[config.mk]
export PLATFORM = sky130hd
export DESIGN_NAME = norm_share_arbiter
export DESIGN_NICKNAME = d
export VERILOG_FILES = /design/src/rtl/norm_share_arbiter.sv
export SDC_FILE = /design/constraint.sdc
export NUM_CORES = 1
export LEC_CHECK = 0
export ABC_AREA = 1
export CAP_MARGIN = 20
export CORE_UTILIZATION = 39
export CTS_CLUSTER_DIAMETER = 100
export DETAILED_ROUTE_END_ITERATION = 8
export GPL_TIMING_DRIVEN = 1
export PLACE_DENSITY = 0.83
export SETUP_SLACK_MARGIN = 0.1
export SYNTH_ARGS = -nofsm -noshare
export SYNTH_HDL_FRONTEND = slang
export SYNTH_SLANG_ARGS = --single-unit
[constraint.sdc]
create_clock -name clk -period 1.68 [get_ports clk]
set_input_delay 0.252 -clock clk [delete_from_list [all_inputs] [get_ports clk]]
set_output_delay 0.252 -clock clk [all_outputs]
set_load 0.03 [all_outputs]
[src/rtl/norm_share_arbiter.sv]
// Round-robin arbiter sharing one combinational mantissa normalizer between NUM_REQ requesters.
// Operand register (S1) drives the normalizer; output register (S2) applies the exponent adjust.
module norm_share_arbiter #(
    parameter int unsigned NUM_REQ  = 4,
    parameter int unsigned MANTISSA = 11,
    parameter int unsigned EXPONENT = 5,
    parameter int unsigned ID_W     = 2
) (
    input  logic                         clk,
    input  logic                         rst,
    input  logic [NUM_REQ-1:0]           req_valid,
    output logic [NUM_REQ-1:0]           req_ready,
    input  logic [NUM_REQ*MANTISSA-1:0]  req_mantissa,
    input  logic [NUM_REQ*EXPONENT-1:0]  req_exponent,
    output logic [MANTISSA-1:0]          norm_in_mantissa,
    input  logic [MANTISSA-1:0]          norm_out_mantissa,
    input  logic [EXPONENT-1:0]          norm_en_out,
    output logic                         out_valid,
    input  logic                         out_ready,
    output logic [MANTISSA-1:0]          out_mantissa,
    output logic [EXPONENT-1:0]          out_exponent,
    output logic [ID_W-1:0]              out_id,
    output logic                         out_underflow
);

    logic                s1_valid_q, s1_valid_d;
    logic [MANTISSA-1:0] s1_mant_q, s1_mant_d;
    logic [EXPONENT-1:0] s1_exp_q, s1_exp_d;
    logic [ID_W-1:0]     s1_id_q, s1_id_d;
    logic [ID_W-1:0]     rr_ptr_q, rr_ptr_d;

    logic                out_valid_q, out_valid_d;
    logic [MANTISSA-1:0] out_mant_q, out_mant_d;
    logic [EXPONENT-1:0] out_exp_q, out_exp_d;
    logic [ID_W-1:0]     out_id_q, out_id_d;
    logic                out_uf_q, out_uf_d;

    logic            any_valid;
    logic            found;
    logic [ID_W-1:0] grant;
    logic            s1_load;
    logic            s2_load;
    logic            accept;

    // First valid requester at or after rr_ptr, wrapping modulo NUM_REQ.
    always_comb begin
        any_valid = |req_valid;
        found     = 1'b0;
        grant     = rr_ptr_q;
        for (int unsigned k = 0; k < NUM_REQ; k++) begin
            if (!found && req_valid[(32'(rr_ptr_q) + k) % NUM_REQ]) begin
                found = 1'b1;
                grant = ID_W'((32'(rr_ptr_q) + k) % NUM_REQ);
            end
        end
    end

    always_comb begin
        s2_load = s1_valid_q && (!out_valid_q || out_ready);
        s1_load = !s1_valid_q || s2_load;
        accept  = any_valid && s1_load && !rst;
        for (int unsigned i = 0; i < NUM_REQ; i++) begin
            req_ready[i] = accept && (grant == ID_W'(i));
        end
    end

    always_comb begin
        s1_valid_d = s1_valid_q;
        s1_mant_d  = s1_mant_q;
        s1_exp_d   = s1_exp_q;
        s1_id_d    = s1_id_q;
        rr_ptr_d   = rr_ptr_q;
        if (accept) begin
            s1_valid_d = 1'b1;
            s1_mant_d  = req_mantissa[32'(grant)*MANTISSA +: MANTISSA];
            s1_exp_d   = req_exponent[32'(grant)*EXPONENT +: EXPONENT];
            s1_id_d    = grant;
            rr_ptr_d   = (grant == ID_W'(NUM_REQ - 1)) ? '0 : grant + 1'b1;
        end else if (s2_load) begin
            s1_valid_d = 1'b0;
        end
    end

    // Shift counts larger than the exponent flush the result to zero and flag underflow.
    always_comb begin
        out_valid_d = out_valid_q;
        out_mant_d  = out_mant_q;
        out_exp_d   = out_exp_q;
        out_id_d    = out_id_q;
        out_uf_d    = out_uf_q;
        if (s2_load) begin
            out_valid_d = 1'b1;
            out_id_d    = s1_id_q;
            if (norm_en_out <= s1_exp_q) begin
                out_mant_d = norm_out_mantissa;
                out_exp_d  = s1_exp_q - norm_en_out;
                out_uf_d   = 1'b0;
            end else begin
                out_mant_d = '0;
                out_exp_d  = '0;
                out_uf_d   = 1'b1;
            end
        end else if (out_valid_q && out_ready) begin
            out_valid_d = 1'b0;
        end
    end

    always_ff @(posedge clk) begin
        if (rst) begin
            s1_valid_q  <= 1'b0;
            s1_mant_q   <= '0;
            s1_exp_q    <= '0;
            s1_id_q     <= '0;
            rr_ptr_q    <= '0;
            out_valid_q <= 1'b0;
            out_mant_q  <= '0;
            out_exp_q   <= '0;
            out_id_q    <= '0;
            out_uf_q    <= 1'b0;
        end else begin
            s1_valid_q  <= s1_valid_d;
            s1_mant_q   <= s1_mant_d;
            s1_exp_q    <= s1_exp_d;
            s1_id_q     <= s1_id_d;
            rr_ptr_q    <= rr_ptr_d;
            out_valid_q <= out_valid_d;
            out_mant_q  <= out_mant_d;
            out_exp_q   <= out_exp_d;
            out_id_q    <= out_id_d;
            out_uf_q    <= out_uf_d;
        end
    end

    assign norm_in_mantissa = s1_valid_q ? s1_mant_q : '0;
    assign out_valid        = out_valid_q;
    assign out_mantissa     = out_mant_q;
    assign out_exponent     = out_exp_q;
    assign out_id           = out_id_q;
    assign out_underflow    = out_uf_q;

endmodule

==> impl_metrics.toml <==
[run_status]
outcome = "finished, violations left"
violations_in_the_final_reports = "negative setup slack"

[routing]
dr.first_iter.drc_count = 341
via_per_inst = 5.43
drt_wl_cell_um = 17.4
remaining_drc_errors = 0
ant_nets = 0
detailroute.via_count = 4210
firstDrtPassIters = 5
sum_of_routed_wire_length_over_all_layers_mm = 13.5

[timing]
final_critical_path_share_of_the_clock_period_pct = 134
timing.clock.skew_ns = 0.00747
hold_violations = 0
max_clock_freq_mhz = 444
report.final.slew_viol_count = 0
smallest_setup_slack_after_layout_ns = -0.572
tightest_slew_margin_relative_to_the_limit_pct = 76.8
final.hold.worst_slack_ns = 0.466
totalNegativeSetupSlack_ns = -11.62
timing_worst_slew_pin_value_ns = 0.347
rsz0062_at_grt = "yes"
min_period_ns = 2.25
setup-violations-final = 39

[cts]
clk_latency_ns = 0.30
clockBufferDepth = 2
root_buffer = "sky130_fd_sc_hd__clkbuf_8"
clkTransAtPathRegs_ns = 0.09
numCtsBuffers = 5
cts_tree = "built"
cts_sink_cnt = 41
htree_num_levels = 2

[synthesis]
synthSimpleGateAreaFrac_pct = 50.8
yosys.area.top_type = "sky130_fd_sc_hd__dfxtp_1"
yosysUniqueCellTypes = 30
netlist_area_mm2 = 0.00297
synth_compound_area_share_pct = 5.27
synth_edf_count = 0
post_synthesis_instance_total = 493
muxShareOfSynthArea_pct = 0
synth_top_flop_cell = "sky130_fd_sc_hd__dfxtp_1"
largest_family_of_logic_cells_by_synthesized_area = "simple AND/OR/NAND/NOR gates"
sequential_area_share_after_synthesis_pct = 27.7
netlist_top_cells_area = "sky130_fd_sc_hd__dfxtp_1 28%, sky130_fd_sc_hd__nand2_1 27%, sky130_fd_sc_hd__nand3_1 13%"
syn_area_cell_um2 = 6.02
yosys.area_share.xor_xnor_pct = 0.295
synthTopCellsByCount = "213 x sky130_fd_sc_hd__nand2_1, 79 x sky130_fd_sc_hd__nand3_1, 48 x sky130_fd_sc_hd__inv_1"
postSynthNetCount = 586
synth-async-reset-ratio_pct = 0
yosys_warnings = 0
yosys.area_share.adder_pct = 2.78
ys_ff_latch = 41
synth_top_cell_area_share_pct = 27.7
synthMostInstantiatedCell = "sky130_fd_sc_hd__nand2_1"

[global_route]
first_global_vias = 3783
antenna_found_initial = 0
grt_pass1_wl_mm = 17.5
pin_count_of_the_biggest_net_entering_global_routing = 24
grt.total_usage_pct = 28.9
total_congestion_overflow_after_global_routing = 0

[cells_and_area]
final_util_pct = 79.9
num_antenna_cells = 0
num-nets-final = 768
area_growth_syn_to_layout_pct = 96.4
layout-drive-gt1-share_pct = 38.9
num-fill-cells = 448

[power_and_ir_drop]
vdd_ir_drop_max_v = 0.00109
combPwrFrac_pct = 77.6
p_sw_w = 0.00552
switching_share_pct = 49.5
power-per-cell-area_mw_per_mm2 = 1910
power.sequential.fraction_pct = 13.6
design_power_total_w = 0.0111
clock_power_share_pct = 8.8
power.internal_w = 0.00563
total_leakage_power_nw = 3.12

[critical_path]
critical_path_peak_fanout = 7
critPathKind = "reg -> out"
cp-start-kind = "flip-flop"
cp.required_ns = 1.43
endpoint_kind = "output port"
critPathArrivalTime_ns = 2.00

[floorplanning]
core_region_area_mm2 = 0.00729
placement_rows = 31
die_area_mm2 = 0.00796
floorplan.initialDensity_pct = 40.7
chipWidth_um = 89.2
die_h_um = 89.2
io_pins = 122

[place]
place.detailed.hpwl_mm = 7.06
place_congestion = 0.847
placement.io_buffers = 121
dp_worst_setup_slack_ns = -0.677

[worst_hold_path]
hp-class = "reg -> reg"

[job]
number_of_violations_of_the_max_capacitance_limit = 0
## area by class of cell
class | instances | area [um2] | share of cell area [%]
inverter | 54 | 229 | 3.93
timing repair inverter | 1 | 7.51 | 0.129
multi-input combinational | 375 | 2430 | 41.7
timing repair buffer | 197 | 2070 | 35.5
tap | 99 | 124 | 2.13
sequential | 41 | 832 | 14.3
clock buffer | 5 | 68.8 | 1.18
clock inverter | 3 | 68.8 | 1.18
## flip-flops by register name (all words and copies together) (netlist names)
name and flops:
out_exponent 5, out_id 2, out_mantissa 11, out_underflow 1
out_valid 1, rr_ptr_q 2, s1_exp_q 5, s1_id_q 2
s1_mant_q 11, s1_valid_q 1
## cell usage in the layout (no fill, tap or decap), drive strengths merged
| master | synthesis | final |
|---|---|---|
| clkinvlp | 0 | 2 |
| clkinv | 2 | 3 |
| inv | 52 | 51 |
| nor2 | 14 | 14 |
| dfxtp | 41 | 41 |
| clkbuf | 8 | 9 |
| ha | 5 | 5 |
| nor3 | 1 | 1 |
| a21o | 1 | 1 |
| or2 | 1 | 1 |
| xor2 | 1 | 1 |
| dlygate4sd2 | 0 | 10 |
| nand4 | 1 | 1 |
| a21oi | 21 | 21 |
| a2bb2oi | 1 | 1 |
| fa | 1 | 1 |
| buf | 15 | 83 |
| dlymetal6s2s | 0 | 16 |
| bufinv | 0 | 2 |
| clkdlybuf4s50 | 0 | 80 |
| nand2 | 239 | 239 |
| o21ai | 7 | 7 |
| clkdlybuf4s15 | 0 | 4 |
| nor4 | 1 | 1 |
| nand3 | 81 | 81 |
## cells by family after synthesis
kind of cell,after synthesis
flip-flops,41
AND/OR/NAND/NOR,338
XOR/XNOR,1
buffers and inverters,77
adder cells (fa/ha/maj),6
AO/OA/AOI/OAI,30
## power by group through the flow
stage / sequential (W) / clock, W / combinational [W]
after CTS: 0.00148 / 0.000968 / 0.00737
after floorplan: 0.00156 / 0 / 0.00412
after detailed placement: 0.00147 / 0 / 0.00578
after global routing: 0.00154 / 0.00101 / 0.00916
final: 0.00152 / 0.000977 / 0.00866
after global placement: 0.00146 / 0 / 0.00564
## metrics by stage
step | std cells | area, um2
3_5_place_dp | 727 | 4650
3_3_place_gp | 727 | 4650
2_1_floorplan | 493 | 3180
5_1_grt | 775 | 5830
4_1_cts | 769 | 5480
6_report | 775 | 5830
## worst max-delay path, stage by stage (launching register included)
cell	delay, ns
sky130_fd_sc_hd__dfxtp_2	0.35
sky130_fd_sc_hd__buf_12	0.14
sky130_fd_sc_hd__clkinv_8	0.07
sky130_fd_sc_hd__nand2_2	0.09
sky130_fd_sc_hd__nand2_4	0.07
sky130_fd_sc_hd__nand2_2	0.08
sky130_fd_sc_hd__nand2_4	0.09
sky130_fd_sc_hd__nand2_4	0.11
sky130_fd_sc_hd__nand2_2	0.07
sky130_fd_sc_hd__nand2_1	0.06
sky130_fd_sc_hd__nand2_1	0.05
sky130_fd_sc_hd__nand3_2	0.09
sky130_fd_sc_hd__nand2_4	0.06
sky130_fd_sc_hd__nor3_4	0.19
sky130_fd_sc_hd__buf_6	0.17
## final timing paths
kind                                startpoint                           end  slack (ns)  depth (start not counted)
hold reg to reg   out_mantissa[8]$_SDFFE_PP0P_  out_mantissa[8]$_SDFFE_PP0P_        0.47                          2
setup / recovery      rr_ptr_q[1]$_SDFFE_PP0P_                  req_ready[0]       -0.57                         14
setup reg to reg      rr_ptr_q[0]$_SDFFE_PP0P_      s1_exp_q[2]$_SDFFE_PP0P_       -0.52                         17
hold / removal    out_mantissa[8]$_SDFFE_PP0P_  out_mantissa[8]$_SDFFE_PP0P_        0.47                          2
## metal layers
layer | global-route usage (%) | wire length [um] | share of wire (%) | vias up
met4 | 13.7 | 823 | 6.1 | 0
li1 | - | - | - | 1902
met5 | 0 | 0 | 0 | -
met1 | 31.3 | 4800 | 36 | 1933
met2 | 54.6 | 6800 | 50 | 297
met3 | 4.43 | 1070 | 7.9 | 78
## timing repair
action | in CTS | in global routing
hold buffers | 0 | 0
gates resized for setup | 112 | 98
endpoints found under the setup margin | 53 | 64
gates cloned | 8 | 0
pin swaps | 84 | 41
setup buffers | 26 | 6
No activity file was read; power rests on OpenSTA's default activity.
